**config.mk**
```make
export PLATFORM = sky130hd
export DESIGN_NAME = uart_parity_unit
export DESIGN_NICKNAME = d
export VERILOG_FILES = /design/src/rtl/uart_parity_unit.sv
export SDC_FILE = /design/constraint.sdc
export NUM_CORES = 1
export LEC_CHECK = 0
export ABC_AREA = 1
export BUFFER_PORTS_ARGS = -buffer_cell sky130_fd_sc_hd__buf_2
export CAP_MARGIN = 30
export CELL_PAD_IN_SITES_DETAIL_PLACEMENT = 1
export CELL_PAD_IN_SITES_GLOBAL_PLACEMENT = 2
export CORE_MARGIN = 4
export CORE_UTILIZATION = 25
export CTS_BUF_LIST = sky130_fd_sc_hd__clkbuf_8 sky130_fd_sc_hd__clkbuf_16
export CTS_CLUSTER_DIAMETER = 80
export CTS_CLUSTER_SIZE = 8
export DETAILED_ROUTE_END_ITERATION = 8
export PLACE_DENSITY_LB_ADDON = 0.2
export SYNTH_ARGS = -nofsm -noshare
export SYNTH_HDL_FRONTEND = slang
export SYNTH_SLANG_ARGS = --single-unit
export TNS_END_PERCENT = 10
```
**constraint.sdc**
```tcl
create_clock -name CLK -period 2.1 [get_ports CLK]
set_input_delay 0.525 -clock CLK [delete_from_list [all_inputs] [get_ports CLK]]
set_output_delay 0.525 -clock CLK [all_outputs]
set_load 0.005 [all_outputs]
```
**src/rtl/uart_parity_unit.sv**
```systemverilog
// UART parity engine: registered TX parity generation plus a serial RX parity checker.
// Optional macro PARITY_ERR_CNT_EN adds the saturating err_count; otherwise err_count is tied to 0.
module uart_parity_unit #(
  parameter int DATA_WIDTH = 8,
  parameter int CNT_WIDTH  = 8
) (
  input  logic                  CLK,
  input  logic                  RST,
  input  logic                  PAR_EN,
  input  logic [1:0]            PAR_TYP,
  input  logic                  Data_Valid,
  input  logic                  busy,
  input  logic [DATA_WIDTH-1:0] P_DATA,
  output logic                  par_bit,
  output logic                  par_vld,
  input  logic                  rx_start,
  input  logic                  rx_bit_vld,
  input  logic                  rx_bit,
  output logic                  par_err,
  output logic                  par_err_sticky,
  input  logic                  err_clr,
  output logic [CNT_WIDTH-1:0]  err_count,
  output logic                  rx_busy
);

  localparam int BW = (DATA_WIDTH > 1) ? $clog2(DATA_WIDTH) : 1;
  localparam logic [BW-1:0] LAST_BIT = BW'(DATA_WIDTH - 1);

  typedef enum logic [1:0] {IDLE, DATA, PARITY} rx_state_e;

  // Parity rule shared by TX and RX: even, odd, space, mark.
  function automatic logic apply_type(input logic xor_val, input logic [1:0] typ);
    case (typ)
      2'b00:   apply_type = xor_val;
      2'b01:   apply_type = ~xor_val;
      2'b10:   apply_type = 1'b0;
      default: apply_type = 1'b1;
    endcase
  endfunction

  logic            par_bit_q, par_vld_q;
  logic            tx_capture;
  logic            tx_par_d;
  rx_state_e       state_q;
  logic            acc_q;
  logic [BW-1:0]   bit_cnt_q;
  logic [1:0]      typ_q;
  logic            par_err_q, sticky_q;
  logic            mismatch;

  assign tx_capture = Data_Valid && !busy;
  assign tx_par_d   = PAR_EN ? apply_type(^P_DATA, PAR_TYP) : 1'b0;

  always_ff @(posedge CLK) begin
    if (RST) begin
      par_bit_q <= 1'b0;
      par_vld_q <= 1'b0;
    end else begin
      par_vld_q <= tx_capture;
      if (tx_capture) par_bit_q <= tx_par_d;
    end
  end

  // A restart request takes priority over a parity strobe in the same cycle.
  assign mismatch = (state_q == PARITY) && rx_bit_vld && !rx_start &&
                    (rx_bit != apply_type(acc_q, typ_q));

  always_ff @(posedge CLK) begin
    if (RST) begin
      state_q   <= IDLE;
      acc_q     <= 1'b0;
      bit_cnt_q <= '0;
      typ_q     <= 2'b00;
      par_err_q <= 1'b0;
      sticky_q  <= 1'b0;
    end else begin
      par_err_q <= mismatch;
      if (mismatch)     sticky_q <= 1'b1;
      else if (err_clr) sticky_q <= 1'b0;
      case (state_q)
        IDLE: begin
          if (rx_start && PAR_EN) begin
            typ_q     <= PAR_TYP;
            acc_q     <= 1'b0;
            bit_cnt_q <= '0;
            state_q   <= DATA;
          end
        end
        DATA, PARITY: begin
          if (rx_start) begin
            typ_q     <= PAR_TYP;
            acc_q     <= 1'b0;
            bit_cnt_q <= '0;
            state_q   <= DATA;
          end else if (rx_bit_vld) begin
            if (state_q == DATA) begin
              acc_q     <= acc_q ^ rx_bit;
              bit_cnt_q <= bit_cnt_q + 1'b1;
              if (bit_cnt_q == LAST_BIT) state_q <= PARITY;
            end else begin
              state_q <= IDLE;
            end
          end
        end
        default: state_q <= IDLE;
      endcase
    end
  end

`ifdef PARITY_ERR_CNT_EN
  logic [CNT_WIDTH-1:0] err_cnt_q, err_cnt_d;

  always_comb begin
    err_cnt_d = err_cnt_q;
    if (mismatch) begin
      if (err_clr)             err_cnt_d = CNT_WIDTH'(1);
      else if (~&err_cnt_q)    err_cnt_d = err_cnt_q + 1'b1;
    end else if (err_clr) begin
      err_cnt_d = '0;
    end
  end

  always_ff @(posedge CLK) begin
    if (RST) err_cnt_q <= '0;
    else     err_cnt_q <= err_cnt_d;
  end

  assign err_count = err_cnt_q;
`else
  assign err_count = '0;
`endif

  assign par_bit        = par_bit_q;
  assign par_vld        = par_vld_q;
  assign par_err        = par_err_q;
  assign par_err_sticky = sticky_q;
  assign rx_busy        = (state_q != IDLE);

endmodule

```
==> results of run 1 <==
[worst register-to-register path, delay by kind of cell (launching register included)]
kind | cells | cell delay, ns
compound gates | 1 | 0.19
fa+ha+maj | 1 | 0.34
buf+inv | 2 | 0.14
flops | 1 | 0.38
simple gates | 3 | 0.48
[flip-flops by register name (all words and copies together) (netlist names)]
register and cells:
acc_q 1, bit_cnt_q 3, par_bit 1, par_err 1, par_err_sticky 1, par_vld 1
state_q 2, typ_q 2
[report_power, final]
| group | leakage (nW) | switching (W) | total [W] | internal (W) |
|---|---|---|---|---|
| combinational | 0.491 | 0.000130 | 0.000208 | 0.0000787 |
| sequential | 0.0978 | 0.0000113 | 0.000256 | 0.000245 |
| clock | 0.0288 | 0.0000889 | 0.000255 | 0.000166 |
| total | 0.618 | 0.000230 | 0.000719 | 0.000489 |
[metrics by stage]
stage	cell area [um2]	setup slack (ns)	util	hold slack, ns	std cells
2_1_floorplan	943	0.616	-	0.430	149
3_3_place_gp	1050	0.555	0.306	0.443	209
3_5_place_dp	1050	0.482	0.306	0.453	209
4_1_cts	1110	0.407	0.322	0.461	213
5_1_grt	1110	0.336	0.322	0.496	213
6_report	1110	0.419	0.322	0.459	213
[metal layers]
layer | vias to the layer above | global-route usage | part of all wire
met2 | 26 | 0.176 | 0.44
met5 | - | 0 | 0
met1 | 389 | 0.130 | 0.49
met4 | 0 | 0.0372 | 0.016
li1 | 471 | - | -
met3 | 4 | 0.0194 | 0.057
[cell type report]
class	instances	area [um2]	area share
Timing Repair Buffer	23	115	0.104
Tap cell	46	57.6	0.0520
Multi-Input combinational cell	106	554	0.501
Sequential cell	12	240	0.217
Clock buffer	4	55.1	0.0497
Inverter	22	85.1	0.0768
[worst min-delay path by stage]
stage               end      from  slack (ns)
2_1_floorplan  typ_q[1]  typ_q[1]        0.43
6_report       typ_q[1]  typ_q[1]        0.46
4_1_cts        typ_q[0]  typ_q[0]        0.46
3_5_place_dp   typ_q[0]  typ_q[0]        0.45
5_1_grt        typ_q[1]  typ_q[1]        0.50
3_3_place_gp   typ_q[1]  typ_q[1]        0.44
[cell families after synthesis]
logic type	after synthesis	share of synthesized area
buf+inv	31	0.162
xor+xnor	3	0.0287
compound gates	18	0.123
flops	12	0.262
other cells	1	0.00409
fa+ha+maj	7	0.0955
simple gates	70	0.325
[placed cells by master, fill, tap and decap left out]
cell type / count
nand2_1: 52
buf_2: 23
inv_1: 17
dfxtp_1: 12
a21oi_1: 8
conb_1: 8
ha_1: 7
nor2_1: 6
nand3_1: 4
o21ai_1: 4
clkbuf_8: 4
inv_2: 3
o21ai_2: 3
nand4_1: 3
xor2_1: 2
nand2_2: 1
nor2_2: 1
nor2_4: 1
nand2_4: 1
inv_4: 1
clkinv_1: 1
or2_1: 1
xnor2_1: 1
o211a_1: 1
a211oi_1: 1
a21oi_2: 1
==> metrics.txt, run 1 <==
status=finished clean; TritonCTS Buffers=3; Tightest Hold Check Type=reg -> reg; WL/cell=10.3 um; Worst-path clk slew=0.06 ns; CP cell instances=inv_1, ha_1, inv_1, buf_2; Via-to-Cell Ratio=4.18; post-synth top area share=0.262; Post-Synthesis Cells=142; initial antenna violation count=0; Yosys top cell by area=dfxtp_1; FILL cells=471; final setup fails=0; Max Cap Viol=0; routability cong.=0.848; boundary pin count=32; n_diodes=0; global route overflow=0; RSZ-0062 raised after global routing=no; Period Utilization, post-route=0.800; Die ar.=4700 um2; Final Routed Wirelength=2.20 mm; Yosys cell types=26; synthesis warning total=0; Worst Path Arrival=1.16 ns; port bufs=23; Max IR drop VDD=0.172 mV; CTS tree=yes; worst path bufs/invs=3; WP data required=1.57 ns; cts hold-fix bufs=0; synthesized cell area=917 um2; via count=890; Critical Path Sink Type=primary output; pwr/cell area=649 nW/um2; Slowest-stage cell, CP=dfxtp_1; initial DRC count=12; clk_skew=0.00495 ns; Final #Nets=194; Post-Syn Area per Cell=6.46 um2; Layout area overhead=20.7%; Leak=0.618 nW; Die Ht=68.6 um; Pins Over Slew Limit=0; H-tree Lvls=1; WS Path Type=reg -> out; max frequency=0.595 GHz; clk_lat worst skew=0.24 ns; Synth area leaders=dfxtp_1 (26%), nand2_1 (21%), ha_1 (9.5%); min Tclk post-route=1.68 ns; hold path depth=2; clock buffer depth=2; worst reg2reg endpoint=bit_cnt_q[0]; first-pass GRT wire length=3.72 mm; CP peak stage delay=0.38 ns; layout cells sized above 1=0.234; CP Launch Type=register; crit-path max FO=4; Global Route Usage Sum=0.104; CP startpoint=state_q[0]; fraction of registers with async set/reset=0; Setup Buffers After CTS=0; register area share after synthesis=0.262; clk sinks=12; count of final hold-check violations=0; detailed-route DRC error count=0; Stages on worst setup path=4; Setup TNS=0 ns; die width=68.6 um; pin count of the biggest net entering global routing=10; DRT Pass-1 Iters=4; CP top delay family=flip-flops; crit-path most repeated cell=inv_1; Main synth FF type=dfxtp_1; # rows=21; Power Total=0.000719 W; post-cts resize count=0; top-count cell post-synth=nand2_1; core area=3440 um2; dpl hpwl=1.83 mm; Worst Setup EP=rx_busy; most frequent cells after synthesis=nand2_1 (52), inv_1 (17), dfxtp_1 (12), a21oi_1 (8), buf_4 (8); Routed Antenna Nets=0; Yosys reg bits=12; vias in the first global route=879; Root Buffer=clkbuf_8; worst r2r src=state_q[0]; Initial Util=0.266; path depth of the worst reg2reg path=7; setup slack, reg-to-reg=0.46 ns; Post-synth EDFFs=0
(Power assumes the default switching activity.)
==> inputs of run 2 (changes only) <==
--- a/config.mk
+++ b/config.mk
@@ -5,13 +5,13 @@
 export SDC_FILE = /design/constraint.sdc
 export NUM_CORES = 1
 export LEC_CHECK = 0
-export ABC_AREA = 1
+export ABC_AREA = 0
 export BUFFER_PORTS_ARGS = -buffer_cell sky130_fd_sc_hd__buf_2
 export CAP_MARGIN = 30
 export CELL_PAD_IN_SITES_DETAIL_PLACEMENT = 1
 export CELL_PAD_IN_SITES_GLOBAL_PLACEMENT = 2
 export CORE_MARGIN = 4
-export CORE_UTILIZATION = 25
+export CORE_UTILIZATION = 27
 export CTS_BUF_LIST = sky130_fd_sc_hd__clkbuf_8 sky130_fd_sc_hd__clkbuf_16
 export CTS_CLUSTER_DIAMETER = 80
 export CTS_CLUSTER_SIZE = 8
==> constraint.sdc (replaced) <==
create_clock -name CLK -period 1.8 [get_ports CLK]
set_input_delay 0.45 -clock CLK [delete_from_list [all_inputs] [get_ports CLK]]
set_output_delay 0.45 -clock CLK [all_outputs]
set_load 0.005 [all_outputs]
==> metrics.txt, run 2 <==
max frequency=0.597 GHz; Post-synth EDFFs=0 (unchanged); CP Launch Type=register; Period Utilization, post-route=0.930; most frequent cells in the layout=buf_2 (23), dfxtp_1 (12), xnor2_1 (9); Yosys reg bits=12 (unchanged); RSZ-0062 raised after global routing=no; # rows=19 (-9.5%); Die Ht=62.9 um (-8.3%); die width=62.9 um (-8.3%); Int Pwr=0.000566 W (+16%); Setup TNS=0 ns (unchanged); detailed-route DRC error count=0 (unchanged); pwr/cell area=780 nW/um2 (+20%); Synth area leaders=dfxtp_1 (30%), ha_1 (11%), xnor2_1 (9.7%); Post-Synthesis Cells=88 (-38%); layout cells sized above 1=0.325 (+0.0910); count of final hold-check violations=0 (unchanged); pin count of the biggest net entering global routing=13 (+3); Yosys top cell by area=dfxtp_1; first-pass GRT wire length=2.97 mm (-20%); TritonCTS Buffers=3 (unchanged); clock buffer depth=2 (unchanged); status=finished clean; Die ar.=3950 um2 (-16%); port bufs=23 (unchanged); Sw Pwr=0.000214 W (-7.0%); WL/cell=12.0 um (+16%); Post-Syn Area per Cell=9.24 um2 (+43%); Leak=0.471 nW (-24%); sequential power share=0.363 (+0.007); clk_skew=0.00312 ns (-0.00183 ns); H-tree Lvls=1 (unchanged); Net Sw Frac=0.274 (-0.0455); Logic pwr share=0.251 (-0.039); boundary pin count=32 (unchanged); Biggest register=bit_cnt_q; initial DRC count=21 (+9); n_diodes=0 (unchanged); Setup Buffers After CTS=0 (unchanged); via count=664 (-25%); final setup fails=0 (unchanged); final core utilization=0.353 (+0.0317); cts hold-fix bufs=0 (unchanged); Tightest Hold Check Type=in -> reg; WP data required=1.97 ns (+0.40 ns); initial antenna violation count=0 (unchanged); clk sinks=12 (unchanged); Yosys cell types=32 (+23%); CP startpoint=state_q[1]; synthesized cell area=813 um2 (-11%); Clk pwr share=0.385 (+0.031); post-cts resize count=0 (unchanged); WS Path Type=reg -> reg; Layout area overhead=22.9%; dpl hpwl=1.41 mm (-23%); crit-path max FO=7 (+3); Critical Path Sink Type=register; commonest non-fill, non-tap cell in the layout=buf_2; number of flip-flops in the largest register=3 (unchanged); CTS tree=yes; fraction of registers with async set/reset=0 (unchanged); worst r2r src=state_q[1]; Max IR drop VDD=0.342 mV (+99%); Main synth FF type=dfxtp_1; Final Routed Wirelength=1.73 mm (-21%); DRT Pass-1 Iters=4 (unchanged); Final #Nets=141 (-27%); Routed Antenna Nets=0 (unchanged); post-route cell area=1000 um2 (-9.7%); Root Buffer=clkbuf_8; min-delay src=err_clr; core area=2830 um2 (-18%); Worst Path Arrival=1.85 ns (+0.69 ns); global route overflow=0 (unchanged); routability cong.=0.776 (-8.5%); Worst-path clk slew=0.06 ns (about the same); min Tclk post-route=1.67 ns; top-count cell post-synth=dfxtp_1; biggest regs=bit_cnt_q x3, state_q x2, typ_q x2; Max Cap Viol=0 (unchanged); Via-to-Cell Ratio=4.58 (+9.6%); Global Route Usage Sum=0.0936 (-0.0102); Pins Over Slew Limit=0 (unchanged); register area share after synthesis=0.295 (+0.0334); post-synth top area share=0.295 (+0.0334); synthesis warning total=0 (unchanged); clk_lat worst skew=0.24 ns (about the same); vias in the first global route=697 (-21%); Post-Place Cell Area=937 um2 (-11%); Initial Util=0.287 (+0.0210); most frequent cells after synthesis=dfxtp_1 (12), xnor2_1 (9), buf_4 (8), ha_1 (7)
-- run 2: worst max-delay path, cell delays in order, from the launching register on --
cell and delay, ns:
dfxtp_1 0.35, inv_1 0.10, ha_2 0.44, nand2b_4 0.08
o21ai_4 0.22, nand2_1 0.10, xor2_1 0.16, nor3b_2 0.16
-- run 2: logic make-up (layout without fill, tap and decap cells) --
kind of cell	Yosys count	count (layout)	synth area share
compound gates	13	13	0.112
xor+xnor	10	10	0.108
fa+ha+maj	7	7	0.108
buf+inv	13	32	0.0969
flops	12	12	0.295
mux	5	5	0.0615
other cells	1	8	0.00461
simple gates	27	27	0.214
-- run 2: final timing paths --
path               endpoint  slack, ns  cells after the start
max                   acc_q       0.13                      7
min          par_err_sticky       0.48                      3
max reg2reg           acc_q       0.13                      7
min reg2reg  par_err_sticky       0.48                      2
-- run 2: final cells by class --
type,instances,area (um2)
clock buffer,4,55.1
sequential,12,240
multi-input combinational,70,528
timing repair buffer,24,123
inverter,4,15.0
fill,343,1830
tap,31,38.8
-- run 2: through the flow --
step           hold WS, ns  power (W)  setup slack, ns  std cells
2_1_floorplan        0.464   0.000432            0.195         95
3_3_place_gp         0.462   0.000479            0.171        141
3_5_place_dp         0.475   0.000481            0.113        141
4_1_cts              0.476   0.000789            0.104        145
5_1_grt              0.500   0.000828          0.00368        145
6_report             0.480   0.000779            0.126        145
-- run 2: power groups by stage --
stage	Clock [W]	Combinational, W	Sequential, W
3_3_place_gp	0	0.000190	0.000289
5_1_grt	0.000323	0.000220	0.000285
2_1_floorplan	0	0.000141	0.000291
6_report	0.000300	0.000196	0.000283
4_1_cts	0.000313	0.000193	0.000283
3_5_place_dp	0	0.000192	0.000289
-- run 2: metal layers --
| metal | up-vias | track usage | share of wire |
|---|---|---|---|
| met4 | 0 | 0.0331 | 0.0075 |
| met1 | 299 | 0.112 | 0.43 |
| met3 | 2 | 0.0396 | 0.087 |
| li1 | 335 | - | - |
| met2 | 28 | 0.149 | 0.48 |
| met5 | - | 0 | 0 |
==> inputs of run 3 (changes only) <==
--- a/config.mk
+++ b/config.mk
@@ -10,7 +10,6 @@
 export CAP_MARGIN = 30
 export CELL_PAD_IN_SITES_DETAIL_PLACEMENT = 1
 export CELL_PAD_IN_SITES_GLOBAL_PLACEMENT = 2
-export CORE_MARGIN = 4
 export CORE_UTILIZATION = 27
 export CTS_BUF_LIST = sky130_fd_sc_hd__clkbuf_8 sky130_fd_sc_hd__clkbuf_16
 export CTS_CLUSTER_DIAMETER = 80
==> metrics.txt, run 3 (synthesis results as in run 2) <==
Layout area overhead=22.0%; failing checks=design-rule violations; RSZ-0062 raised after global routing=no; Max IR drop VDD=0.228 mV (-33%); dpl hpwl=1.41 mm (-0.40%); biggest regs=bit_cnt_q x3, state_q x2, typ_q x2; max frequency=0.603 GHz (+0.93%); CP top delay family=adder cells; Tightest Hold Check Type=in -> reg; cts hold-fix bufs=0 (unchanged); Die ar.=3240 um2 (-18%); count of final hold-check violations=0 (unchanged); CP Launch Type=register; CP peak stage delay=0.42 ns (-0.02 ns); Die Ht=56.9 um (-9.5%); Pins Over Slew Limit=0 (unchanged); Setup Buffers After CTS=0 (unchanged); core area=2810 um2 (-0.84%); global route overflow=0 (unchanged); Slowest-stage cell, CP=ha_2; routability cong.=0.665 (-14%); FILL cells=337 (-1.7%); clk_skew=0.00415 ns (+0.00104 ns); Period Utilization, post-route=0.922 (-0.00857); commonest non-fill, non-tap cell in the layout=buf_2; Via-to-Cell Ratio=4.69 (+2.4%); via count=675 (+1.7%); Final #Nets=140 (-0.71%); vias in the first global route=686 (-1.6%); pwr/cell area=783 nW/um2 (+0.39%); pin count of the biggest net entering global routing=13 (unchanged); Max Cap Viol=0 (unchanged); min Tclk post-route=1.66 ns (-0.0154 ns); CTS tree=yes; initial DRC count=7 (-67%); Root Buffer=clkbuf_8; Leak=0.466 nW (-1.1%); crit-path max FO=7 (unchanged); Final Routed Wirelength=1.71 mm (-1.1%); Worst Path Arrival=1.84 ns (about the same); boundary pin count=32 (unchanged); port bufs=23 (unchanged); clk sinks=12 (unchanged); initial antenna violation count=0 (unchanged); Global Route Usage Sum=0.120 (+0.0259); # rows=19 (unchanged); WS Path Type=reg -> reg; die width=56.9 um (-9.5%); detailed-route DRC error count=2 (+2); Routed Antenna Nets=0 (unchanged); WL/cell=11.9 um (-0.41%); Worst-path clk slew=0.06 ns (about the same); TritonCTS Buffers=3 (unchanged); Initial Util=0.290 (+0.00244); number of flip-flops in the largest register=3 (unchanged); final core utilization=0.354 (about the same); DRT Pass-1 Iters=5 (+1); post-cts resize count=0 (unchanged); final setup fails=0 (unchanged); clk_lat worst skew=0.25 ns (about the same); CP cell instances=inv_1, ha_2, nand2b_4, o21ai_4, nand2_1, xor2_1, nor3b_2; Biggest register=bit_cnt_q; n_diodes=0 (unchanged); status=finished with violations; clock buffer depth=2 (unchanged); Setup TNS=0 ns (unchanged); first-pass GRT wire length=2.89 mm (-2.6%); Critical Path Sink Type=register; layout cells sized above 1=0.327 (+0.00287); H-tree Lvls=1 (unchanged); WP data required=1.98 ns (about the same); most frequent cells in the layout=buf_2 (23), dfxtp_1 (11), xnor2_1 (9); worst path bufs/invs=1 (unchanged)
==> run 3: report_power, final <==
group          internal, W  switching [W]
combinational    0.0000902      0.0000947
clock             0.000194       0.000110
sequential        0.000278     0.00000929
total             0.000562       0.000214
==> run 3: worst min-delay path: stages <==
cell and delay [ns]:
buf_2 0.07, nand2b_1 0.09, a21oi_1 0.06
==> run 3: path summary, 6_finish.rpt <==
path	startpoint	endpoint	slack, ns	depth (start not counted)
worst min register to register	par_err_sticky	par_err_sticky	0.48	2
worst max register to register	state_q[1]	acc_q	0.14	7
worst min-delay path	err_clr	par_err_sticky	0.47	3
worst max-delay path	state_q[1]	acc_q	0.14	7
==> run 3: layer usage <==
| metal | vias up | global-route usage | share of wire |
|---|---|---|---|
| li1 | 333 | - | - |
| met1 | 313 | 0.124 | 0.40 |
| met2 | 24 | 0.215 | 0.52 |
| met3 | 5 | 0.0207 | 0.043 |
| met4 | 0 | 0.0836 | 0.032 |
| met5 | - | 0 | 0 |
==> run 3: area by class of cell <==
type	instances	area, um2	area share
inverter	4	15.0	0.0151
multi-input combinational	70	527	0.531
sequential	12	241	0.243
timing repair buffer	23	115	0.116
clock buffer	4	55.1	0.0555
tap	31	38.8	0.0391
==> run 3: per-stage QoR <==
step                      worst slack (ns)  total power, W  cell area (um2)  hold slack (ns)  cells
after floorplan                      0.195        0.000432              840            0.464     95
after global placement              0.0699        0.000472              930            0.459    140
after detailed placement            0.0539        0.000477              930            0.475    140
after CTS                           0.0400        0.000784              985            0.476    144
after global routing               0.00391        0.000816              992            0.497    144
final                                0.141        0.000777              992            0.472    144
